===== src/rtl/ppu_timing_pkg.sv =====
// ppu_timing_pkg
//   Timing constants and helpers shared by the PPU H/V counter and its dot
//   divider: line lengths in master-clock ticks, long-dot positions, line
//   counts per standard, blanking thresholds and the short-line index.
package ppu_timing_pkg;

    localparam logic [10:0] LINE_TICKS_NORMAL = 11'd1364;
    localparam logic [10:0] LINE_TICKS_SHORT  = 11'd1360;
    localparam logic [10:0] LINE_TICKS_LONG   = 11'd1368;

    localparam logic [8:0]  LONG_DOT_A        = 9'd323;
    localparam logic [8:0]  LONG_DOT_B        = 9'd327;

    localparam logic [8:0]  LINES_NTSC        = 9'd262;
    localparam logic [8:0]  LINES_PAL         = 9'd312;

    localparam logic [8:0]  HBLANK_START      = 9'd274;
    localparam logic [8:0]  VBLANK_START      = 9'd225;
    localparam logic [8:0]  SHORT_LINE_V      = 9'd240;

    typedef enum logic [1:0] {
        LINE_NORMAL,
        LINE_SHORT,
        LINE_LONG
    } line_t;

    // Total ticks in a line of the given type.
    function automatic logic [10:0] line_ticks(input line_t lt);
        case (lt)
            LINE_SHORT: return LINE_TICKS_SHORT;
            LINE_LONG:  return LINE_TICKS_LONG;
            default:    return LINE_TICKS_NORMAL;
        endcase
    endfunction

    // Ticks in dot h. The short line drops the two 6-tick dots.
    function automatic logic [2:0] dot_len(input logic [8:0] h, input line_t lt);
        if (lt != LINE_SHORT && (h == LONG_DOT_A || h == LONG_DOT_B))
            return 3'd6;
        return 3'd4;
    endfunction

endpackage


===== src/rtl/ppu_dot_divider.sv =====
// ppu_dot_divider
//   Counts master-clock ticks within the current dot and flags the tick that
//   ends it.
//   clock, reset : clock, async active-high reset
//   tick         : master-clock tick enable
//   hcount       : current dot number H
//   line_type    : normal / short / long line
//   dot_end      : combinational, high on the tick that ends the dot
module ppu_dot_divider
    import ppu_timing_pkg::*;
(
    input  logic       clock,
    input  logic       reset,
    input  logic       tick,
    input  logic [8:0] hcount,
    input  line_t      line_type,
    output logic       dot_end
);

    logic [2:0] phase;

    assign dot_end = tick && (phase == dot_len(hcount, line_type) - 3'd1);

    always_ff @(posedge clock or posedge reset) begin
        if (reset)
            phase <= 3'd0;
        else if (tick)
            phase <= dot_end ? 3'd0 : phase + 3'd1;
    end

endmodule


===== src/rtl/ppu_hv_counter.sv =====
// ppu_hv_counter
//   PPU beam position counter. Advances one master-clock tick per xin_tick_i
//   and tracks master-clock position in the line, dot (H), line (V), field,
//   frame count and blanking.
//   clock, reset   : clock, async active-high reset
//   xin_tick_i     : one pulse per PPU master-clock edge
//   pal_i          : 1 = PAL (312 lines), 0 = NTSC (262 lines)
//   interlace_i    : interlace mode
//   mclk_o         : tick position within the line
//   hcount_o       : dot H;  vcount_o : line V
//   dot_o / newline_o / newframe_o : one-cycle event pulses
//   field_o        : field bit;  frame_count_o : completed frames
//   hblank_o / vblank_o : blanking flags
module ppu_hv_counter
    import ppu_timing_pkg::*;
(
    input  logic        clock,
    input  logic        reset,
    input  logic        xin_tick_i,
    input  logic        pal_i,
    input  logic        interlace_i,
    output logic [10:0] mclk_o,
    output logic [8:0]  hcount_o,
    output logic [8:0]  vcount_o,
    output logic        dot_o,
    output logic        newline_o,
    output logic        newframe_o,
    output logic        field_o,
    output logic        hblank_o,
    output logic        vblank_o,
    output logic [15:0] frame_count_o
);

    // init marks the first cycle after reset release, where the mode inputs
    // are captured; during that cycle the live inputs are used directly.
    logic       init;
    logic       pal_q;
    logic       ilace_q;
    logic       pal_eff;
    logic       ilace_eff;
    line_t      line_type;
    logic       dot_end;
    logic       line_end;
    logic       frame_end;
    logic [8:0] last_line;
    logic [8:0] h_next;
    logic [8:0] v_next;

    assign pal_eff   = init ? pal_i       : pal_q;
    assign ilace_eff = init ? interlace_i : ilace_q;
    assign last_line = (pal_eff ? LINES_PAL : LINES_NTSC) - 9'd1;

    always_comb begin
        line_type = LINE_NORMAL;
        if (!pal_eff && !ilace_eff && field_o && vcount_o == SHORT_LINE_V)
            line_type = LINE_SHORT;
        else if (pal_eff && ilace_eff && field_o && vcount_o == last_line)
            line_type = LINE_LONG;
    end

    ppu_dot_divider u_div (
        .clock     (clock),
        .reset     (reset),
        .tick      (xin_tick_i),
        .hcount    (hcount_o),
        .line_type (line_type),
        .dot_end   (dot_end)
    );

    // The last dot of a line ends exactly on the line's final tick.
    assign line_end  = dot_end && (mclk_o == line_ticks(line_type) - 11'd1);
    assign frame_end = line_end && (vcount_o == last_line);

    assign h_next = line_end  ? 9'd0 : (dot_end  ? hcount_o + 9'd1 : hcount_o);
    assign v_next = frame_end ? 9'd0 : (line_end ? vcount_o + 9'd1 : vcount_o);

    always_ff @(posedge clock or posedge reset) begin
        if (reset) begin
            init          <= 1'b1;
            pal_q         <= 1'b0;
            ilace_q       <= 1'b0;
            mclk_o        <= 11'd0;
            hcount_o      <= 9'd0;
            vcount_o      <= 9'd0;
            dot_o         <= 1'b0;
            newline_o     <= 1'b0;
            newframe_o    <= 1'b0;
            field_o       <= 1'b0;
            hblank_o      <= 1'b1;
            vblank_o      <= 1'b1;
            frame_count_o <= 16'd0;
        end else begin
            dot_o      <= 1'b0;
            newline_o  <= 1'b0;
            newframe_o <= 1'b0;
            if (init) begin
                init    <= 1'b0;
                pal_q   <= pal_i;
                ilace_q <= interlace_i;
            end
            if (xin_tick_i) begin
                dot_o      <= dot_end;
                newline_o  <= line_end;
                newframe_o <= frame_end;
                mclk_o     <= line_end ? 11'd0 : mclk_o + 11'd1;
                hcount_o   <= h_next;
                vcount_o   <= v_next;
                hblank_o   <= (h_next >= HBLANK_START) || (h_next == 9'd0);
                vblank_o   <= (v_next >= VBLANK_START) || (v_next == 9'd0);
                if (frame_end) begin
                    field_o       <= ~field_o;
                    frame_count_o <= frame_count_o + 16'd1;
                    pal_q         <= pal_i;
                    ilace_q       <= interlace_i;
                end
            end
        end
    end

endmodule


===== config.mk =====
export PLATFORM = sky130hd
export DESIGN_NAME = ppu_hv_counter
export DESIGN_NICKNAME = d
export VERILOG_FILES = /design/src/rtl/ppu_timing_pkg.sv /design/src/rtl/ppu_dot_divider.sv /design/src/rtl/ppu_hv_counter.sv
export SDC_FILE = /design/constraint.sdc
export NUM_CORES = 1
export LEC_CHECK = 0
export CAP_MARGIN = 20
export CORE_MARGIN = 2
export CORE_UTILIZATION = 31
export DETAILED_ROUTE_END_ITERATION = 7
export RECOVER_POWER = 25
export SYNTH_ARGS = -nofsm -noshare
export SYNTH_HDL_FRONTEND = slang
export SYNTH_SLANG_ARGS = --single-unit

===== constraint.sdc =====
create_clock -name clock -period 3.7 [get_ports clock]
set_clock_uncertainty 0.05 [all_clocks]
set_input_delay 0.74 -clock clock [delete_from_list [all_inputs] [get_ports clock]]
set_output_delay 0.74 -clock clock [all_outputs]
set_load 0.005 [all_outputs]

==> results.md, run 1 <==
- Pleak: 1.86 nW
- Fmax: 0.285 GHz
- Layout cell share with drive strength beyond 1: 0.142
- Routability congestion estimate: 0.850
- Cells on worst reg2reg path: 11
- Footprint of the multi-input gates: about 1600 um2
- Post-Layout Cell Count: about 540
- Grt total ovfl: 0
- Worst path required time: roughly 3.9 ns
- Vias per inst: 5.03
- Clock buffer depth: 2
- Tmin final: 3.50 ns
- Vias in the first global route: 2739
- Hold Buf Count CTS: 0
- Synthesized area: just over 3000 um2
- Reg2reg setup slack: a little under 0.4 ns
- Peak supply drop: between 0.3 and 0.4 mV
- Maxcap violations: 1
- Post-Synthesis Cells: about 320
- Worst-Skew Late Latency: 0.34 ns
- Area grow syn2layout: 35.3%
- Sequential share of the synthesized area: 0.460
- FF+latch area: around 1400 um2
- Commonest register cell after synthesis: dfrtp_1
- Syn avg cell area: around 10 um2
- Clock Tree Root: clkbuf_8
- Iter 0 DRT Violations: between 100 and 150
- Hold Path Depth: 1
- Failing checks: capacitance limit, slew limit
- Relative slew slack: -0.106
- Initial DRT Pass Iterations: 4
- Antenna Cells: 0
- Initial antenna violation count: 0
- Pins over their slew limit: between 40 and 50
- Power Dens Cells: 451 nW/um2
- EDFF count, synth: 0
- Worst Max-Slew Pin Slew: approximately 1.7 ns
- Setup bufs post-CTS: 0
- GRT Resource Usage Total: 0.155
- DP Cell Count: between 500 and 600
- Core box area: slightly below 10000 um2
- H-Tree Depth: 3
- Power, Total: around 1.9 mW
- Final hold violation count: 0
- Yosys warnings: 0
- Die area: 10900 um2
- Worst Setup End Kind: register
- HP Start: frame_count_o[15]
- Reg2Reg Capture Point: vblank_o
- Period utilization: 0.947
- Async SR Flop Fraction: 1.00
- Remaining antenna violation count: 0
- DPL Wire Length: 5.75 mm
- Clk sink count: between 50 and 60
- CP max FO: 5
- RR Startpoint: hcount_o[1]
- DR vias: about 2700
- CTS tree: yes
- Worst Setup Path Type: in -> reg
- # port buffers: 55
- Largest net degree at the start of global routing: 44
- Status: finished, violations left
- TritonCTS Buffers: 9
- Most frequent cells in the layout: 54 x dfrtp_1, 54 x clkdlybuf4s50_1, 31 x nor2_1, 30 x nand2_1, 25 x buf_4
- Syn Nets: 330
- FP Rows: 36
- Arrival time at the worst endpoint: 3.72 ns
- Hold Crit Class: reg -> reg
- #FFs+latches synth: 57
- I/O pin cnt: 56
- Die height: ~100 um
- Synth unique cells: between 50 and 60
- Final setup fails: 0
- RSZ-0062 raised after global routing: false
- End-of-flow core utilization: 0.431
- Worst-path clk slew: 0.07 ns
- DIE WIDTH: 104 um
- First-pass GRT wire length: about 14 mm
- Final wirelength: ~7.8 mm
- Cts repair resizes: 0
- Startpoint Class: primary input
- Initial Util: 0.318
- WL per Instance: about 14 um
- Number of fill cells in the layout: ~980
- NumNets Final: roughly 420
- Drt drc: 0
- WHS Endpoint: frame_count_o[15]
[synth_stat cells (all sizes together) (4+ instances only)]
| library cell | n | area share |
|---|---|---|
| dfrtp | 54 | 0.43 |
| nor2 | 31 | 0.037 |
| nand2 | 30 | 0.036 |
| xnor2 | 20 | 0.056 |
| o21ai | 18 | 0.029 |
| and3 | 15 | 0.030 |
| xor2 | 15 | 0.042 |
| nand4 | 14 | 0.028 |
| inv | 12 | 0.014 |
| nand3 | 12 | 0.019 |
| a21oi | 9 | 0.016 |
| mux2 | 8 | 0.031 |
| nor3 | 7 | 0.014 |
| ha | 6 | 0.024 |
| mux2i | 6 | 0.019 |
| clkbuf | 5 | 0.0060 |
| nor2b | 5 | 0.010 |
| and2 | 4 | 0.0080 |
| o31ai | 4 | 0.0097 |
[flip-flops by register name, indices dropped and copies added, names as in the netlist]
register	flops
vcount_o	9
init	1
frame_count_o	16
newframe_o	1
field_o	1
hcount_o	9
vblank_o	1
hblank_o	1
mclk_o	11
newline_o	1
ilace_q	1
u_div.phase	3
pal_q	1
dot_o	1
[metrics by stage]
stage	hold WS [ns]	TNS, ns	setup WS [ns]	area [um2]
2_1_floorplan	0.415	0	0.377	3110
3_3_place_gp	0.407	-0.151	-0.151	4000
3_5_place_dp	0.408	-0.353	-0.197	4000
4_1_cts	0.420	0	0.153	4200
5_1_grt	0.447	0	0.0161	4210
6_report	0.416	0	0.197	4210
[worst max-delay path: stages]
cell,delay (ns)
clkdlybuf4s50_1,0.45
mux2_4,0.32
mux2_4,0.32
nor3_2,0.18
mux2i_1,0.30
buf_4,0.18
a2111oi_2,0.10
o32ai_1,0.25
o211ai_1,0.17
or4_1,0.53
a31oi_1,0.17
[metal layers]
layer,global-route usage,wire [um]
met1,0.208,3680
met2,0.243,3630
met3,0.0401,334
met4,0.0560,157
met5,0,0
[cell families (layout without fill, tap and decap cells)]
| group | count (synthesis) | after routing | synth area share |
|---|---|---|---|
| and+or+nand+nor | 134 | 134 | 0.226 |
| DFF | 57 | 57 | 0.460 |
| AOI/OAI and AO/OA | 54 | 54 | 0.117 |
| xor gates and xnor gates | 35 | 35 | 0.0985 |
| buffers and inverters | 18 | 108 | 0.0221 |
| muxes | 14 | 14 | 0.0507 |
| adders and majority gates | 6 | 6 | 0.0241 |
| other | 1 | 1 | 0.00121 |
[worst max-delay path by stage]
stage | depth (start not counted) | from | endpoint
after floorplan | 9 | pal_i | vblank_o
after global placement | 11 | pal_i | vblank_o
after detailed placement | 11 | pal_i | vblank_o
after CTS | 11 | pal_i | vblank_o
after global routing | 11 | pal_i | vblank_o
final | 11 | pal_i | vblank_o
[final cells by class]
cell class / instances / share of cell area
multi-input cells: 244 / 0.388
flip-flops and latches: 57 / 0.340
repair buffers: 81 / 0.176
well taps: 133 / 0.0395
clock buffers: 12 / 0.0368
inverters: 12 / 0.0107
clock inverters: 3 / 0.00951
[power breakdown]
group          total (mW)  leakage [nW]  switching, mW  internal, mW
combinational       0.492          1.00          0.223         0.269
clock               0.585         0.102          0.244         0.342
sequential          0.822         0.753          0.112         0.710
Power figures use the tool's default switching activity.
==> inputs of run 2 (changes only) <==
Settings changed: CORE_UTILIZATION 31 to 53, PLACE_DENSITY from default to 0.8.
Clock period 3.7 ns to 3.95 ns, I/O delays scaled along.
==> run 2 against run 1 <==
The run now ends clean; critical path type unchanged; via count grew 0.59%; global-route usage grew 11 points; power shrank 4.0%; utilization grew 29 points.
==> results.md, run 2 (synthesis results as in run 1) <==
- Pleak: 1.78 nW (-3.9%)
- Routability congestion estimate: 0.892 (+4.9%)
- FP Rows: 27 (-25%)
- Final wirelength: 7.61 mm (-2.5%)
- Post-Layout Cell Count: 468 (-14%)
- First-pass GRT wire length: 12.7 mm (-6.6%)
- Core box area: 5570 um2 (-43%)
- Remaining antenna violation count: 0 (unchanged)
- CTS tree: yes
- End-of-flow core utilization: 0.722 (+0.291)
- Power Dens Cells: 453 nW/um2 (+0.41%)
- Pins over their slew limit: 0 (-100%)
- Worst-path clk slew: 0.06 ns (about the same)
- Initial Util: 0.558 (+0.240)
- Setup bufs post-CTS: 0 (unchanged)
- Worst path required time: 4.17 ns (+0.25 ns)
- FF+latch area: 1430 um2 (unchanged)
- Die height: 80.6 um (-23%)
- DR vias: 2744 (+0.59%)
- Arrival time at the worst endpoint: 3.83 ns (+0.11 ns)
- Worst-Skew Late Latency: 0.35 ns (about the same)
- Max FFs per register: 16 (unchanged)
- Iter 0 DRT Violations: 220 (+53%)
- Footprint of the multi-input gates: 1610 um2 (-1.1%)
- Fmax: 0.277 GHz
- DPL Wire Length: 5.32 mm (-7.5%)
- Most frequent cells in the layout: 54 x dfrtp_1, 54 x clkdlybuf4s50_1, 31 x nor2_1, 30 x nand2_1, 20 x xnor2_1
- Worst Max-Slew Pin Slew: 1.34 ns (-0.316 ns)
- Drt drc: 0 (unchanged)
- DIE WIDTH: 80.6 um (-23%)
- Final setup fails: 0 (unchanged)
- Post-route cell area: 4030 um2 (-4.4%)
- Status: completed
- Clock Tree Root: clkbuf_8
- Antenna Cells: 0 (unchanged)
- Number of fill cells in the layout: 429 (-56%)
- RSZ-0062 raised after global routing: false
- Area grow syn2layout: 29.4%
- Power, Total: 1.82 mW (-4.0%)
- Final hold violation count: 0 (unchanged)
- GRT Resource Usage Total: 0.261 (+0.105)
- Clock buffer depth: 2 (unchanged)
- Biggest register: frame_count_o
- # port buffers: 55 (unchanged)
- Clk sink count: 57 (unchanged)
- Hold Buf Count CTS: 0 (unchanged)
- Layout cell share with drive strength beyond 1: 0.106 (-0.0357)
- Worst Setup Path Type: in -> reg
- Relative slew slack: 0.105 (+0.212)
- Placed Area: 3810 um2 (-4.7%)
- Vias per inst: 5.86 (+16%)
- Cts repair resizes: 0 (unchanged)
- Initial DRT Pass Iterations: 5 (+1)
- H-Tree Depth: 3 (unchanged)
- Largest registers: frame_count_o (16), mclk_o (11)
- NumNets Final: 402 (-3.4%)
- Vias in the first global route: 2620 (-4.3%)
- TritonCTS Buffers: 9 (unchanged)
- CP max FO: 5 (unchanged)
- DP Cell Count: 451 (-14%)
- Grt total ovfl: 0 (unchanged)
- Hold Crit Class: reg -> reg
- Die area: 6500 um2 (-40%)
- WL per Instance: 16.3 um (+13%)
- Peak supply drop: 0.341 mV (+6.2%)
- Startpoint Class: primary input
- Tmin final: between 3 and 4 ns
- I/O pin cnt: 56 (unchanged)
- Maxcap violations: 0 (-1)
- Worst Setup End Kind: register
- Initial antenna violation count: 0 (unchanged)
- Largest net degree at the start of global routing: 48 (+9.1%)
- Period utilization: 0.913
- Final hold slack: 0.413 ns (-0.00275 ns)
run 2: cell types whose count changed in the layout (fill, tap and decap cells not counted), moves of 2 or more:
cell      before  now
nor4b_2        2    0
clkbuf_8      11    9
nor4b_1        0    2
buf_4         25   11
run 2: routing by layer:
layer / track usage / routed length [um] / vias to the layer above
met4: 0.0932 / 214 / 0
met5: 0 / 0 / -
li1: - / - / 1292
met2: 0.406 / 3510 / 119
met3: 0.0809 / 544 / 21
met1: 0.343 / 3340 / 1312
run 2: worst max-delay path: stages:
cell	delay, ns
clkdlybuf4s50_1	0.44
mux2_4	0.31
mux2_4	0.31
nor3_2	0.17
mux2i_1	0.14
a2111oi_0	0.49
mux2i_1	0.30
o211ai_1	0.16
or4_1	0.53
a31oi_1	0.18
run 2: stage by stage:
stage / setup TNS (ns) / setup WS, ns
after floorplan: 0 / 0.577
after global placement: 0 / 0.0491
after CTS: 0 / 0.350
after global routing: 0 / 0.102
final: 0 / 0.344
after detailed placement: -0.0208 / -0.0208
run 2: worst paths after layout:
check / start / to / slack (ns) / cells after the start
worst max-delay path: pal_i / vblank_o / 0.34 / 10
worst min-delay path: frame_count_o[15] / frame_count_o[15] / 0.41 / 1
worst max register to register: vcount_o[0] / vblank_o / 0.45 / 11
worst min register to register: frame_count_o[15] / frame_count_o[15] / 0.41 / 1
max in group asynchronous: reset / vcount_o[0] / 1.14 / 3
min in group asynchronous: reset / ilace_q / 1.01 / 2
run 2: layout make-up:
type / count / share of cell area
clock buffer: 10 / 0.0317
clock inverter: 6 / 0.0205
inverter: 12 / 0.0112
multi-input combinational: 244 / 0.401
sequential: 57 / 0.355
tap: 72 / 0.0224
timing repair buffer: 67 / 0.158
run 2: where the power goes:
part | switching, mW | internal (mW) | total [mW]
combinational | 0.204 | 0.247 | 0.450
sequential | 0.118 | 0.665 | 0.783
clock | 0.238 | 0.351 | 0.590
total | 0.560 | 1.26 | 1.82
